--- src/rtl/mem_port_arbiter.sv ---
// Arbitrates the shared 64-bit data-memory port between instruction fetch and load/store.
// LS has priority; a starvation counter lets a waiting IF win after STARVE_LIMIT lost cycles.
module mem_port_arbiter #(
   parameter int unsigned XLEN         = 64,
   parameter int unsigned STARVE_LIMIT = 4
) (
   input  logic            clk,
   input  logic            rst_n,
   input  logic            if_req_valid_i,
   output logic            if_req_ready_o,
   input  logic [XLEN-1:0] if_addr_i,
   output logic            if_resp_valid_o,
   output logic [XLEN-1:0] if_rdata_o,
   input  logic            ls_req_valid_i,
   output logic            ls_req_ready_o,
   input  logic [XLEN-1:0] ls_addr_i,
   input  logic            ls_wen_i,
   input  logic [XLEN-1:0] ls_wdata_i,
   input  logic [7:0]      ls_wstrb_i,
   output logic            ls_resp_valid_o,
   output logic [XLEN-1:0] ls_rdata_o,
   output logic            mem_req_valid_o,
   input  logic            mem_req_ready_i,
   output logic [XLEN-1:0] mem_addr_o,
   output logic            mem_wen_o,
   output logic [XLEN-1:0] mem_wdata_o,
   output logic [7:0]      mem_wstrb_o,
   input  logic            mem_resp_valid_i,
   input  logic [XLEN-1:0] mem_rdata_i
);

   localparam int unsigned CNT_W = $clog2(STARVE_LIMIT + 1);

   localparam logic [1:0] ST_IDLE  = 2'd0;
   localparam logic [1:0] ST_ISSUE = 2'd1;
   localparam logic [1:0] ST_WAIT  = 2'd2;

   localparam logic OWN_IF = 1'b0;
   localparam logic OWN_LS = 1'b1;

   logic [1:0]      state_q, state_d;
   logic            owner_q, owner_d;
   logic [CNT_W-1:0] starve_q, starve_d;
   logic            mem_req_valid_q, mem_req_valid_d;
   logic [XLEN-1:0] mem_addr_q, mem_addr_d;
   logic            mem_wen_q, mem_wen_d;
   logic [XLEN-1:0] mem_wdata_q, mem_wdata_d;
   logic [7:0]      mem_wstrb_q, mem_wstrb_d;
   logic            if_resp_valid_q, if_resp_valid_d;
   logic            ls_resp_valid_q, ls_resp_valid_d;
   logic [XLEN-1:0] if_rdata_q, if_rdata_d;
   logic [XLEN-1:0] ls_rdata_q, ls_rdata_d;
   logic            grant_if_c, grant_ls_c;
   logic            starved_c;

   assign starved_c = (starve_q == CNT_W'(STARVE_LIMIT));

   // Next-state, arbitration and transaction latching.
   always_comb begin
      state_d         = state_q;
      owner_d         = owner_q;
      starve_d        = starve_q;
      mem_req_valid_d = mem_req_valid_q;
      mem_addr_d      = mem_addr_q;
      mem_wen_d       = mem_wen_q;
      mem_wdata_d     = mem_wdata_q;
      mem_wstrb_d     = mem_wstrb_q;
      if_resp_valid_d = 1'b0;
      ls_resp_valid_d = 1'b0;
      if_rdata_d      = if_rdata_q;
      ls_rdata_d      = ls_rdata_q;
      grant_if_c      = 1'b0;
      grant_ls_c      = 1'b0;

      case (state_q)
         ST_IDLE: begin
            if (ls_req_valid_i && !(if_req_valid_i && starved_c)) begin
               grant_ls_c = 1'b1;
            end else if (if_req_valid_i) begin
               grant_if_c = 1'b1;
            end

            if (grant_ls_c) begin
               owner_d         = OWN_LS;
               mem_addr_d      = {ls_addr_i[XLEN-1:3], 3'b000};
               mem_wen_d       = ls_wen_i;
               mem_wdata_d     = ls_wdata_i;
               mem_wstrb_d     = ls_wen_i ? ls_wstrb_i : 8'h00;
               mem_req_valid_d = 1'b1;
               state_d         = ST_ISSUE;
               if (if_req_valid_i && !starved_c) begin
                  starve_d = starve_q + CNT_W'(1);
               end
            end else if (grant_if_c) begin
               owner_d         = OWN_IF;
               mem_addr_d      = {if_addr_i[XLEN-1:3], 3'b000};
               mem_wen_d       = 1'b0;
               mem_wdata_d     = '0;
               mem_wstrb_d     = 8'h00;
               mem_req_valid_d = 1'b1;
               state_d         = ST_ISSUE;
               starve_d        = '0;
            end
         end

         ST_ISSUE: begin
            if (mem_req_ready_i) begin
               mem_req_valid_d = 1'b0;
               state_d         = ST_WAIT;
            end
         end

         ST_WAIT: begin
            // Writes are acknowledged through the same LS response path.
            if (mem_resp_valid_i) begin
               state_d = ST_IDLE;
               if (owner_q == OWN_IF) begin
                  if_resp_valid_d = 1'b1;
                  if_rdata_d      = mem_rdata_i;
               end else begin
                  ls_resp_valid_d = 1'b1;
                  ls_rdata_d      = mem_rdata_i;
               end
            end
         end

         default: begin
            state_d         = ST_IDLE;
            mem_req_valid_d = 1'b0;
         end
      endcase
   end

   // State and output registers.
   always_ff @(posedge clk or negedge rst_n) begin
      if (!rst_n) begin
         state_q         <= ST_IDLE;
         owner_q         <= OWN_IF;
         starve_q        <= '0;
         mem_req_valid_q <= 1'b0;
         mem_addr_q      <= '0;
         mem_wen_q       <= 1'b0;
         mem_wdata_q     <= '0;
         mem_wstrb_q     <= 8'h00;
         if_resp_valid_q <= 1'b0;
         ls_resp_valid_q <= 1'b0;
         if_rdata_q      <= '0;
         ls_rdata_q      <= '0;
      end else begin
         state_q         <= state_d;
         owner_q         <= owner_d;
         starve_q        <= starve_d;
         mem_req_valid_q <= mem_req_valid_d;
         mem_addr_q      <= mem_addr_d;
         mem_wen_q       <= mem_wen_d;
         mem_wdata_q     <= mem_wdata_d;
         mem_wstrb_q     <= mem_wstrb_d;
         if_resp_valid_q <= if_resp_valid_d;
         ls_resp_valid_q <= ls_resp_valid_d;
         if_rdata_q      <= if_rdata_d;
         ls_rdata_q      <= ls_rdata_d;
      end
   end

   // Ready is a same-cycle grant; held low while reset is asserted.
   assign if_req_ready_o  = grant_if_c & rst_n;
   assign ls_req_ready_o  = grant_ls_c & rst_n;
   assign if_resp_valid_o = if_resp_valid_q;
   assign ls_resp_valid_o = ls_resp_valid_q;
   assign if_rdata_o      = if_rdata_q;
   assign ls_rdata_o      = ls_rdata_q;
   assign mem_req_valid_o = mem_req_valid_q;
   assign mem_addr_o      = mem_addr_q;
   assign mem_wen_o       = mem_wen_q;
   assign mem_wdata_o     = mem_wdata_q;
   assign mem_wstrb_o     = mem_wstrb_q;

endmodule

--- config.mk ---
export PLATFORM = sky130hd
export DESIGN_NAME = mem_port_arbiter
export DESIGN_NICKNAME = d
export VERILOG_FILES = /design/src/rtl/mem_port_arbiter.sv
export SDC_FILE = /design/constraint.sdc
export NUM_CORES = 1
export LEC_CHECK = 0
export CORE_AREA = 2 2 209 211
export CTS_BUF_LIST = sky130_fd_sc_hd__clkbuf_8
export CTS_CLUSTER_SIZE = 10
export DETAILED_ROUTE_END_ITERATION = 8
export DIE_AREA = 0 0 211 213
export GPL_TIMING_DRIVEN = 1
export PLACE_DENSITY = 0.54
export SYNTH_ARGS = -nofsm -noshare
export SYNTH_HDL_FRONTEND = slang
export SYNTH_SLANG_ARGS = --single-unit
export TNS_END_PERCENT = 20
--- constraint.sdc ---
create_clock -name clk -period 1.6 [get_ports clk]
set_input_delay 0.24 -clock clk [delete_from_list [all_inputs] [get_ports clk]]
set_output_delay 0.24 -clock clk [all_outputs]
set_load 0.05 [all_outputs]
-- Word-level counts from Yosys, hierarchy flattened
Cells that the tools add are included.
- register bits: 274
- input port bits: 271
- output and inout port bits: 270
- logic and storage cells: 72
- $add $sub $neg: 1
- equal/unequal tests: 7
- muxes and demuxes: 35
- bitwise gates (word level): 4
- reductions and logical operators: 13
- operator list (operator ; number):
    $mux 64 ; 4
    $mux 8 ; 3
    $mux 1 ; 19
    $reduce_and 3->1 ; 5
    $mux 3 ; 3
    $mux 2 ; 4
    $pmux 2 s3 ; 1
    $ne 2x2->1 const B ; 2
    $add 3x1->3 const B ; 1
    $eq 3x3->1 const B ; 1
    $logic_and 1x1->1 ; 3
    $ne 3x3->1 const B ; 1
    $pmux 1 s3 ; 1
    $and 1x1->1 ; 2
    $eq 2x1->1 const B ; 1
    $eq 2x2->1 const B ; 1
    $logic_not 1->1 ; 2
    $logic_not 2->1 ; 1
    $ne 2x1->1 const B ; 1
    $not 1->1 ; 2
    $reduce_and 2->1 ; 1
    $reduce_bool 2->1 ; 1

-- Logic depth before layout (Yosys ltp)
- word-level depth: 9
- mapped depth: 7
- depth with buffers taken out: 5

-- Worst setup path before layout
OpenSTA, ideal clock, no wires.
- path kind: register to output
- start: reg starve_q[0]
- end: out if_req_ready_o
- arrival time: 2348 ps
- setup slack: -988 ps
- cell stages (with the launch flop): 7
- path through: dfrtp_1 > inv_1 > ha_1 > and3_1 > nor2_1 > clkbuf_1 > nor3b_1
- word-level cells in the longest chain between the ends: 8
- ends and longest elaborated chain (element ; line ; source):
    start, declared ; 43 ; logic [CNT_W-1:0] starve_q, starve_d;
    start signal, assigned ; 152 ; starve_q <= starve_d;
    $eq 3x3->1 ; 56 ; assign starved_c = (starve_q == CNT_W'(STARVE_LIMIT));
    $logic_and 1x1->1 ; 77 ; if (ls_req_valid_i && !(if_req_valid_i && starved_c)) begin
    $logic_not 1->1 ; 77 ;
    $logic_and 1x1->1 ; 77 ;
    $mux 1 ; 77 ;
    $mux 1 (2 in series) ; 75 ; case (state_q)
    $and 1x1->1 ; 166 ; assign if_req_ready_o = grant_if_c & rst_n;
    end, declared ; 10 ; output logic if_req_ready_o,
Every way passes these cells. The select of a mux whose other input is x is not followed.

-- Worst setup path after layout
- start: reg state_q[1]
- end: out ls_req_ready_o
- word-level cells in the longest chain between the ends: 3
- ends and longest elaborated chain (element ; line ; source):
    start, declared ; 41 ; logic [1:0] state_q, state_d;
    start signal, assigned ; 150 ; state_q <= state_d;
    $logic_not 2->1 ; 75 ;
    $mux 1 ; 75 ;
    $and 1x1->1 ; 167 ; assign ls_req_ready_o = grant_ls_c & rst_n;
    end, declared ; 15 ; output logic ls_req_ready_o,
Every way passes these cells.

==> flow_summary.json <==
{
  "outcome": "finished with violations",
  "violations": "setup timing",
  "rsz0062_at_grt": "true",
  "final_max_slew_viol_count": 0,
  "die_area_sq_um": 44900,
  "worst_slew_pin_slew_ns": 0.816,
  "cts_buffers": 50,
  "cts.path.max_buffers": 3,
  "dpl_cell_area_sq_um": 16800,
  "hold_viol_final": 0,
  "viasPerCell": 4.79,
  "vdd_ir_drop_max_uv": 1310,
  "crit_slowest_cell": "dfrtp_2",
  "maxSlewHeadroom_pct": 45.6,
  "mostFrequentLayoutCells": "buf_4, dfrtp_1, clkdlybuf4s50_1",
  "crit_fanout": 3,
  "nFillCells": 4087,
  "route.top_layer_used": "met5",
  "die_x_microns": 211,
  "synth.distinct_cells": 34,
  "cts_tree": "done",
  "synth-edff-count": 0,
  "ctsRootBufferMaster": "clkbuf_8",
  "startpoint_type": "flip-flop",
  "timing.final.crit_share_pct": 137,
  "slowest_delay_ns": 0.44,
  "syn_inst": 845,
  "cts_max_level": 2,
  "core-area_sq_um": 42700,
  "drt-pass1-iter-count": 6,
  "final_common_cell": "buf_4",
  "clock_skew_ns": 0.0328,
  "die_y_microns": 213,
  "yosysTopAreaCell": "dfrtp_1",
  "dp.cells": 1902,
  "crit_path_end_kind": "output pin",
  "path_clk_slew_ns": 0.06,
  "cts_sinks": 271,
  "synth_top_area_share_pct": 61.6,
  "min_period_ns": 2.19,
  "grt_pass1_vias": 9986,
  "antenna_found_initial": 2,
  "dr_wl_met2_microns": 20200,
  "stdcell_count": 2005,
  "synthFlopType": "dfrtp_1",
  "num_vias": 9598,
  "met3WireLength_microns": 3870,
  "ys_ff_latch": 271,
  "layout-drive-gt1-share_pct": 39.0,
  "clock_latency_ns": 0.61,
  "dp_hpwl_microns": 29800,
  "overflow": 0,
  "num_rows": 76,
  "wire_per_inst_microns": 21.1,
  "drt-initial-drc-count": 542,
  "fin_area_sq_um": 18200,
  "nets": 1695,
  "grt_use_total_pct": 18.0,
  "floorplan.initialDensity_pct": 25.8,
  "p_leak_nw": 8.31,
  "worstPathRequired_ns": 1.36,
  "area_growth_pct": 65.7,
  "grt_max_degree": 151,
  "wl_microns": 42400,
  "setup_ws_ns": -0.591,
  "ys_async_sr_fraction_pct": 100,
  "max_cap_viol_count": 0,
  "io_pins": 541,
  "synth.area.top_cells": "dfrtp_1, mux2_2, a22o_1",
  "worstPathArrival_ns": 1.95,
  "drtAntennaViolNets": 0,
  "routedLengthMet1_microns": 17000,
  "setup_viol": 205,
  "powerDensity_nw_per_um2": 2460,
  "hold_class": "in -> async",
  "grt_pass1_wl_microns": 61400,
  "path_cells": "or2_4 > nor3_4 > buf_12 > and2_4 > buf_12",
  "ys_warn_count": 0,
  "synthesis.area_sq_um": 11000,
  "numPortBuffers": 531,
  "crit_top_cell": "buf_12",
  "path_class": "reg -> out",
  "route.detailed.drc": 0,
  "syn_avg_cell_area_sq_um": 13.0,
  "clock.fmax_mhz": 456,
  "gp_congestion": 0.759,
  "yosysSeqAreaShare_pct": 61.6
}
## kinds of logic (layout without fill, tap and decap cells)
logic type               count (synthesis)  in the layout  share of synthesized area (%)
adder cells (fa/ha/maj)                  2              2                          0.227
AO/OA/AOI/OAI                          203            203                           13.3
multiplexers                           128            128                           13.1
other                                    1              4                         0.0341
AND/OR/NAND/NOR                        148            148                           7.56
buffers and inverters                   92            703                           4.14
flip-flops                             271            271                           61.6
## timing repair
item	in CTS	in global routing
gates resized for setup	10	48
pin swaps	3	2
cloned	0	4
endpoints found under the hold margin	271	0
setup buffers	6	3
hold buffers	1	0
setup endpoints to repair	246	252
## final timing paths
path,slack [ns],to,depth (start not counted),start
min,0.17,mem_wdata_o[36]$_DFFE_PN0P_,2,rst_n
min reg2reg,0.49,mem_wstrb_o[7]$_DFFE_PN0P_,1,mem_wstrb_o[7]$_DFFE_PN0P_
max reg2reg,-0.34,if_rdata_o[51]$_DFFE_PN0P_,9,state_q[1]$_DFFE_PN0P_
max,-0.59,ls_req_ready_o,5,state_q[1]$_DFFE_PN0P_
min in group clk,0.19,mem_addr_o[7]$_DFFE_PN0P_,4,ls_req_valid_i
max in group asynchronous,0.26,mem_addr_o[46]$_DFFE_PN0P_,3,rst_n
## per-stage QoR
step / hold slack (ns) / setup slack (ns) / TNS (ns) / utilization, % / total power, W
after floorplan: -0.0556 / -0.165 / -0.315 / - / 0.0282
after global placement: 0.0544 / -0.330 / -51.17 / 39.3 / 0.0369
after detailed placement: 0.0556 / -0.326 / -54.55 / 39.3 / 0.0371
after CTS: 0.128 / -0.699 / -26.00 / 42.0 / 0.0449
after global routing: 0.130 / -0.691 / -51.34 / 42.7 / 0.0470
final: 0.166 / -0.591 / -39.14 / 42.7 / 0.0448
## cell usage after synthesis (2+ instances only)
cell / instances
o211ai_1: 61
a22o_1: 65
inv_1: 5
nor2_1: 3
buf_4: 8
a32o_1: 8
dfrtp_1: 271
buf_2: 28
nor3_1: 2
nand4_1: 61
mux2_2: 128
nand2_1: 8
buf_6: 6
a21o_1: 2
nand3_1: 64
ha_1: 2
o21ai_0: 63
clkbuf_1: 44
## final cells by class
class	instances	area [sq um]	share of cell area [%]
inverters	5	18.8	0.103
well taps	546	683	3.75
flip-flops and latches	271	6780	37.2
clock inverters	27	250	1.37
multi-input cells	484	3970	21.8
repair buffers	610	5690	31.2
diodes	1	2.50	0.0137
clock buffers	61	840	4.60
## routing by layer
layer,global-route usage (%),vias up
met5,0,-
met2,29.5,439
met4,6.63,2
met3,6.85,81
met1,21.6,4736
li1,-,4340
## worst max-delay path, delay by kind of cell, from the launching register on
kind | cells | cell delay [ns]
flip-flops | 1 | 0.44
buffers and inverters | 2 | 0.26
AND/OR/NAND/NOR | 3 | 0.63
## power breakdown
| part | switching [W] | internal [W] |
|---|---|---|
| Sequential | 0.00179 | 0.0101 |
| Clock | 0.00303 | 0.00425 |
| Combinational | 0.0168 | 0.00878 |
| Total | 0.0217 | 0.0231 |
## registers in the layout (all words and copies together), names as in the netlist
| register | flops |
|---|---|
| mem_addr_o | 61 |
| state_q | 2 |
| if_resp_valid_o | 1 |
| owner_q | 1 |
| ls_resp_valid_o | 1 |
| ls_rdata_o | 64 |
| starve_q | 3 |
| mem_wstrb_o | 8 |
| mem_wen_o | 1 |
| mem_req_valid_o | 1 |
| mem_wdata_o | 64 |
| if_rdata_o | 64 |
Note: power is estimated with default switching activity, not from simulation.
